[config.mk]
export PLATFORM = sky130hd
export DESIGN_NAME = pwm_analyzer_scheduler
export DESIGN_NICKNAME = d
export VERILOG_FILES = /design/src/rtl/pwm_analyzer_scheduler_pkg.sv /design/src/rtl/pwm_analyzer_scheduler_sync.sv /design/src/rtl/pwm_analyzer_scheduler.sv
export SDC_FILE = /design/constraint.sdc
export NUM_CORES = 1
export LEC_CHECK = 0
export ABC_AREA = 0
export CAP_MARGIN = 30
export CELL_PAD_IN_SITES_DETAIL_PLACEMENT = 0
export CELL_PAD_IN_SITES_GLOBAL_PLACEMENT = 1
export CORE_ASPECT_RATIO = 1.75
export CORE_MARGIN = 5
export CORE_UTILIZATION = 40
export DETAILED_ROUTE_END_ITERATION = 10
export GPL_ROUTABILITY_DRIVEN = 0
export PLACE_DENSITY_LB_ADDON = 0.2
export SYNTH_ARGS = -nofsm -noshare
export SYNTH_HDL_FRONTEND = slang
export SYNTH_SLANG_ARGS = --single-unit
[constraint.sdc]
create_clock -name clock_i -period 1.7 [get_ports clock_i]
set_input_delay 0.34 -clock clock_i [delete_from_list [all_inputs] [get_ports clock_i]]
set_output_delay 0.34 -clock clock_i [all_outputs]
set_load 0.02 [all_outputs]
[src/rtl/pwm_analyzer_scheduler_pkg.sv]
// pwm_analyzer_scheduler_pkg
//   Shared types for the PWM analyzer scheduler: FSM state encoding and a
//   constant-function clog2 used to size counters and channel indices.
package pwm_analyzer_scheduler_pkg;

  typedef enum logic [2:0] {
    ST_IDLE    = 3'd0,
    ST_SELECT  = 3'd1,
    ST_CLEAR   = 3'd2,
    ST_DWELL   = 3'd3,
    ST_CAPTURE = 3'd4
  } state_t;

  // Ceiling log2; clog2(1) = 0, clog2(8) = 3, clog2(2000) = 11.
  function automatic int clog2(input int value);
    int r;
    int v;
    r = 0;
    v = value - 1;
    for (int i = 0; i < 32; i++) begin
      if (v > 0) begin
        r = r + 1;
        v = v >> 1;
      end
    end
    return r;
  endfunction

endpackage

[src/rtl/pwm_analyzer_scheduler_sync.sv]
// pwm_sync
//   Two-flop synchronizer for asynchronous inputs, reset to 0.
//   i_clk   : sampling clock
//   i_rst_n : asynchronous active-low reset
//   i_d     : asynchronous input bits
//   o_q     : synchronized bits, two clock edges after i_d
module pwm_sync #(
  parameter int WIDTH = 1
) (
  input  logic             i_clk,
  input  logic             i_rst_n,
  input  logic [WIDTH-1:0] i_d,
  output logic [WIDTH-1:0] o_q
);

  // r_pipe[0] may go metastable; r_pipe[1] is the settled copy.
  logic [1:0][WIDTH-1:0] r_pipe;

  always_ff @(posedge i_clk or negedge i_rst_n) begin
    if (!i_rst_n) r_pipe <= '0;
    else          r_pipe <= {r_pipe[0], i_d};
  end

  assign o_q = r_pipe[1];

endmodule

[src/rtl/pwm_analyzer_scheduler.sv]
// pwm_analyzer_scheduler
//   Time-shares one pwm_analyzer between NUM_CHANNELS PWM inputs. Each
//   enabled channel is visited round-robin: the analyzer is cleared, fed the
//   synchronized PWM line for DWELL_CYCLES cycles, and its output level is
//   stored in that channel's result bit.
//
//   clock_i           : system clock, rising edge
//   reset_i           : asynchronous active-low reset
//   run_i             : 1 keeps scheduling; 0 stops after the current visit
//   channel_mask_i    : per-channel participation
//   pwm_i             : asynchronous PWM pins
//   analyzer_level_i  : output of the shared analyzer
//   analyzer_enable_o : analyzer enable (PWM of the active channel in DWELL)
//   analyzer_clear_o  : analyzer clear, active high
//   active_channel_o  : channel currently owning the analyzer
//   busy_o            : high whenever the scheduler is not idle
//   levels_o          : last captured level per channel
//   update_o          : one-cycle pulse when a level is captured
//   update_channel_o  : channel written on update_o
module pwm_analyzer_scheduler
  import pwm_analyzer_scheduler_pkg::*;
#(
  parameter int NUM_CHANNELS = 4,
  parameter int CH_BITS      = 2,
  parameter int DWELL_CYCLES = 2000
) (
  input  logic                    clock_i,
  input  logic                    reset_i,
  input  logic                    run_i,
  input  logic [NUM_CHANNELS-1:0] channel_mask_i,
  input  logic [NUM_CHANNELS-1:0] pwm_i,
  input  logic                    analyzer_level_i,
  output logic                    analyzer_enable_o,
  output logic                    analyzer_clear_o,
  output logic [CH_BITS-1:0]      active_channel_o,
  output logic                    busy_o,
  output logic [NUM_CHANNELS-1:0] levels_o,
  output logic                    update_o,
  output logic [CH_BITS-1:0]      update_channel_o
);

  localparam int                CNT_W    = clog2(DWELL_CYCLES);
  localparam logic [CNT_W-1:0]  CNT_LAST = CNT_W'(DWELL_CYCLES - 1);
  localparam logic [CH_BITS-1:0] CH_LAST = CH_BITS'(NUM_CHANNELS - 1);

  state_t                  r_state, w_state_nxt;
  logic [CH_BITS-1:0]      r_active;
  logic [CH_BITS-1:0]      r_last;
  logic [CNT_W-1:0]        r_cnt;
  logic [NUM_CHANNELS-1:0] r_levels;

  logic [NUM_CHANNELS-1:0] w_pwm_s;
  logic [CH_BITS-1:0]      w_next_ch;
  logic                    w_mask_any;
  logic                    w_active_en;
  logic                    w_enable;
  logic                    w_clear;
  logic                    w_busy;
  logic                    w_update;

  // One synchronizer per pin so every channel is already settled when
  // the scheduler switches to it.
  for (genvar g = 0; g < NUM_CHANNELS; g++) begin : g_sync
    pwm_sync #(.WIDTH(1)) u_sync (
      .i_clk   (clock_i),
      .i_rst_n (reset_i),
      .i_d     (pwm_i[g]),
      .o_q     (w_pwm_s[g])
    );
  end

  assign w_mask_any  = |channel_mask_i;
  assign w_active_en = channel_mask_i[r_active];

  // Round-robin search: first set mask bit strictly after r_last, wrapping.
  // Offset NUM_CHANNELS lands back on r_last, so a lone channel reselects
  // itself.
  always_comb begin
    logic               found;
    logic [CH_BITS-1:0] idx;
    found     = 1'b0;
    idx       = '0;
    w_next_ch = r_last;
    for (int i = 1; i <= NUM_CHANNELS; i++) begin
      idx = CH_BITS'((int'(r_last) + i) % NUM_CHANNELS);
      if (!found && channel_mask_i[idx]) begin
        found     = 1'b1;
        w_next_ch = idx;
      end
    end
  end

  always_ff @(posedge clock_i or negedge reset_i) begin
    if (!reset_i) r_state <= ST_IDLE;
    else          r_state <= w_state_nxt;
  end

  always_comb begin
    w_state_nxt = r_state;
    w_enable    = 1'b0;
    w_clear     = 1'b0;
    w_busy      = 1'b1;
    w_update    = 1'b0;
    case (r_state)
      ST_IDLE: begin
        w_clear = 1'b1;
        w_busy  = 1'b0;
        if (run_i && w_mask_any) w_state_nxt = ST_SELECT;
      end
      ST_SELECT: begin
        w_state_nxt = w_mask_any ? ST_CLEAR : ST_IDLE;
      end
      ST_CLEAR: begin
        w_clear     = 1'b1;
        w_state_nxt = ST_DWELL;
      end
      ST_DWELL: begin
        w_enable = w_pwm_s[r_active];
        // Losing the active channel abandons the visit without a capture.
        if (!w_active_en)           w_state_nxt = ST_SELECT;
        else if (r_cnt == CNT_LAST) w_state_nxt = ST_CAPTURE;
      end
      ST_CAPTURE: begin
        w_update    = 1'b1;
        w_state_nxt = (run_i && w_mask_any) ? ST_SELECT : ST_IDLE;
      end
      default: begin
        w_clear     = 1'b1;
        w_busy      = 1'b0;
        w_state_nxt = ST_IDLE;
      end
    endcase
  end

  always_ff @(posedge clock_i or negedge reset_i) begin
    if (!reset_i) begin
      r_active <= '0;
      r_last   <= CH_LAST;
      r_cnt    <= '0;
      r_levels <= '0;
    end else begin
      case (r_state)
        ST_SELECT: begin
          if (w_mask_any) begin
            r_active <= w_next_ch;
            r_last   <= w_next_ch;
          end
        end
        ST_CLEAR:   r_cnt <= '0;
        ST_DWELL:   r_cnt <= r_cnt + 1'b1;
        ST_CAPTURE: r_levels[r_active] <= analyzer_level_i;
        default: ;
      endcase
    end
  end

  assign analyzer_enable_o = w_enable;
  assign analyzer_clear_o  = w_clear;
  assign busy_o            = w_busy;
  assign update_o          = w_update;
  assign active_channel_o  = r_active;
  assign update_channel_o  = r_active;
  assign levels_o          = r_levels;

endmodule

==> summary.txt <==
Layout
  – Storage cell area: 754 µm²
  – Area of combinational cells with multiple inputs: 727 µm²
  – Area growth from synthesis to layout: 31.2%
  – Post-layout utilization of the core: 53.4%
  – Fraction of final layout cells sized beyond drive strength 1: 24.0%
  – Antenna diodes: 0
  – Final-stage net count: 204
  – Layout filler cell count: 362

Global routing
  – Residual overflow from global routing: 0
  – Number of global-route vias before repair: 1,299
  – Pin count of the biggest net entering global routing: 31
  – Number of antenna violations at the first check in global routing: 0
  – GRT Util Overall: 14.7%
  – Wire length of the first global-routing pass: 6010 µm

Worst setup path
  – Cell-by-cell listing of the critical path: mux4_2, and3_4, buf_6
  – Critical path capture point type: output port
  – Data required time of the worst path: 1360 ps
  – Kind of critical path: reg2out
  – Crit path arrival time: 1420 ps
  – R2R Path End: r_cnt[9]$_DFFE_PN0P_
  – Highest cell delay on the worst timing path: 480 ps
  – Kind of launch point of the worst setup path: flop
  – Beginning of the critical path: active_channel_o[0]$_DFFE_PN0P_
  – R2R Setup Slk: 110 ps
  – Worst R2R Path Depth: 5
  – Slowest stage cell, crit path: mux4_2
  – Startpoint of the worst-slack reg-to-reg timing path: r_cnt[4]$_DFFE_PN0P_
  – Crit path max fanout: 2

Synthesis
  – Compound-gate portion of the synthesized area: 15.5%
  – Area share of and/or/nand/nor cells after synthesis: 19.5%
  – Proportion of register bits with asynchronous set or reset after synthesis: 100%
  – Dominant combinational cell family by area after synthesis: simple AND/OR/NAND/NOR gates
  – Cell taking the most area after synthesis: dfrtp_1
  – Number of unique standard cell types used by synthesis: 42
  – Top cells by area, synth: dfrtp_1 (45%), a22o_1 (5.1%), o21ai_0 (3.9%)
  – #FFs+latches synth: 30
  – Number of flops mapped to enable cells by yosys: 0
  – Netlist area before placement: 1540 µm²
  – Post-synthesis area per instance: 10.2 µm²
  – Mapped Cells: 151
  – Share of cell area taken by muxes after synthesis: 9.57%
  – Post-synthesis sequential area ratio: 48.8%
  – Adder and majority cell fraction of the synthesized area: 0.811%
  – Fraction of synthesized cell area taken by the top area cell type: 45.4%
  – Most used flip-flop cell after synthesis: dfrtp_1
  – Count of warnings emitted by yosys: 0
  – Post-Synthesis Net Count: 164
  – Xor and xnor area share after synthesis: 1.14%

Pwr
  – Leakage power: 0.911 nW
  – Total power of the final layout: 2.92 mW
  – Peak supply drop: 876 µV
  – Cell Pwr Density: 1440 nW/µm²

STA
  – Achievable Freq: 567 MHz
  – Slew at the pin closest to its max-slew limit: 388 ps
  – Relative max-transition margin: 74.1%
  – Number of slew-limit violations in the final report: 0
  – Period Utilization, post-route: 104%
  – Worst clock skew: 9.40 ps
  – Final hold viol count: 0
  – Post-layout minimum cycle time: 1760 ps
  – Setup_tns: -63.5 ps
  – Least setup slack across all paths after layout: -63.5 ps
  – Worst hold slack after final layout: 340 ps
  – RSZ-0062 raised after global routing: yes
  – Number of failing setup endpoints in the final timing report: 1

Clock tree
  – Clock tree from TritonCTS: done
  – Clock Pin Slew Worst Setup and Hold Paths: 70 ps
  – Clock sink count: 30
  – Maximum count of clock buffers along a single path: 2
  – CTS Root Buffer Type: clkbuf_8
  – CTS hold repair buffers: 0
  – Clock latency at the later pin of the worst-skew pair: 280 ps
  – Max H-tree Level: 2
  – CTS buffer count: 5

Die
  – Core Footprint: 3790 µm²
  – Total Die Area: 5250 µm²
  – Starting utilization of the core area: 40.7%
  – Horiz. Die Dim: 56.9 µm
  – I/O pin total: 24
  – Number of cell rows: 30
  – Die height: 92.2 µm

Place
  – Post-detail-place hpwl: 2670 µm
  – Worst-case setup slack after placement: -190 ps
  – Count of input and output buffers: 23

Route
  – Number of DRC violations after detailed-routing iteration 0: 31
  – Post-detailed-route wirelength per cell: 14.9 µm
  – Antenna violation net count after detailed routing: 0
  – Post-detailed-routing wire length: 3570 µm
  – Remaining design rule violation count: 0
  – Vias per Instance: 5.21
  – Number of vias in the routed layout: 1,251
  – Iteration count of the initial detailed-routing pass: 4

Job
  – Maximum capacitance violations: 0

Min path
  – Class of the tightest hold or removal check: reg2reg
  – Cell depth of the worst min-delay path: 0
  – Beginning of the worst hold path: g_sync[0].u_sync.r_pipe[0]$_DFF_PN0_
  – End of the worst hold path: g_sync[0].u_sync.o_q$_DFF_PN0_

Run status
  – Violated checks: negative setup slack
  – Outcome: finished, violations left
## synthesized netlist by cell type, drive strengths merged, types with 5 or more instances
cell type	count
buf	6
nand3	7
a22o	9
nand2	16
nor2	13
mux2	7
clkbuf	5
a21oi	5
dfrtp	28
o21ai	12
## per-stage QoR
stage	cell area, µm²	cells
after floorplan	1550	151
after global routing	2020	240
after global placement	1930	232
final	2020	240
after detailed placement	1930	232
after CTS	2020	240
## layout make-up
cell class              count  share of cell area, %
flip-flops and latches     30                   37.3
multi-input cells         107                   35.9
repair buffers             44                   18.9
clock buffers               8                   4.45
well taps                  48                   2.97
inverters                   3                  0.556
## report_power, final
group	internal (mW)	switching (mW)	total (mW)
combinational	0.626	0.667	1.29
clock	0.330	0.258	0.588
sequential	0.877	0.160	1.04
## critical path: cells and delay by family (launching register included)
family | cells | cell delay (ps)
flops | 1 | 370
simple gates | 1 | 180
mux | 1 | 480
buf+inv | 1 | 120
## worst max path at each step
stage	slack [ps]	cells past startpoint	to
after detailed placement	-190	3	analyzer_enable_o
final	-60	3	analyzer_enable_o
after floorplan	6	3	analyzer_enable_o
after CTS	-80	3	analyzer_enable_o
after global placement	-190	3	analyzer_enable_o
after global routing	-130	3	analyzer_enable_o
## logic make-up (layout without fill, tap and decap cells)
logic type	Yosys count	after routing
simple gates	57	57
mux	11	11
fa+ha+maj	1	1
buf+inv	14	55
compound gates	36	36
flops	30	30
xor+xnor	2	2
## timing repair
action                                  4_1_cts  5_1_grt
gates cloned                                  0        0
buffers inserted                              0        0
pin swaps                                     1        0
resized for setup                            23        1
endpoints found under the setup margin        8        3
## flip-flops by register name, summed over array words and instances (netlist names)
signal / cells
g_sync.u_sync.o_q: 4
r_last: 2
r_state: 3
r_cnt: 11
active_channel_o: 2
g_sync.u_sync.r_pipe: 4
levels_o: 4
## layout by cell type, fill, tap and decap left out, types with 2 or more instances in the layout
master,instances
dfrtp_1,27
buf_4,21
nand2_1,16
clkdlybuf4s50_1,15
nor2_1,12
o21ai_0,12
a22o_1,9
nand3_1,6
clkbuf_8,6
a21oi_1,5
dlygate4sd2_1,4
nor4_1,3
inv_1,3
a21o_1,3
mux2_1,3
mux2_2,3
xnor2_1,2
and2b_1,2
mux4_2,2
a31oi_1,2
and3_1,2
nor3_1,2
mux2i_1,2
nand4_1,2
nand3b_1,2
clkbuf_1,2
clkdlybuf4s15_2,2
dfstp_2,2
## routing by layer
| metal | up-vias | global-route usage [%] | wire length [µm] |
|---|---|---|---|
| met4 | 0 | 4.64 | 47 |
| met3 | 4 | 3.38 | 100 |
| li1 | 616 | - | - |
| met1 | 616 | 14.7 | 1290 |
| met5 | - | 0 | 0 |
| met2 | 15 | 28.5 | 2130 |
Note: power is estimated with default switching activity, not from simulation.
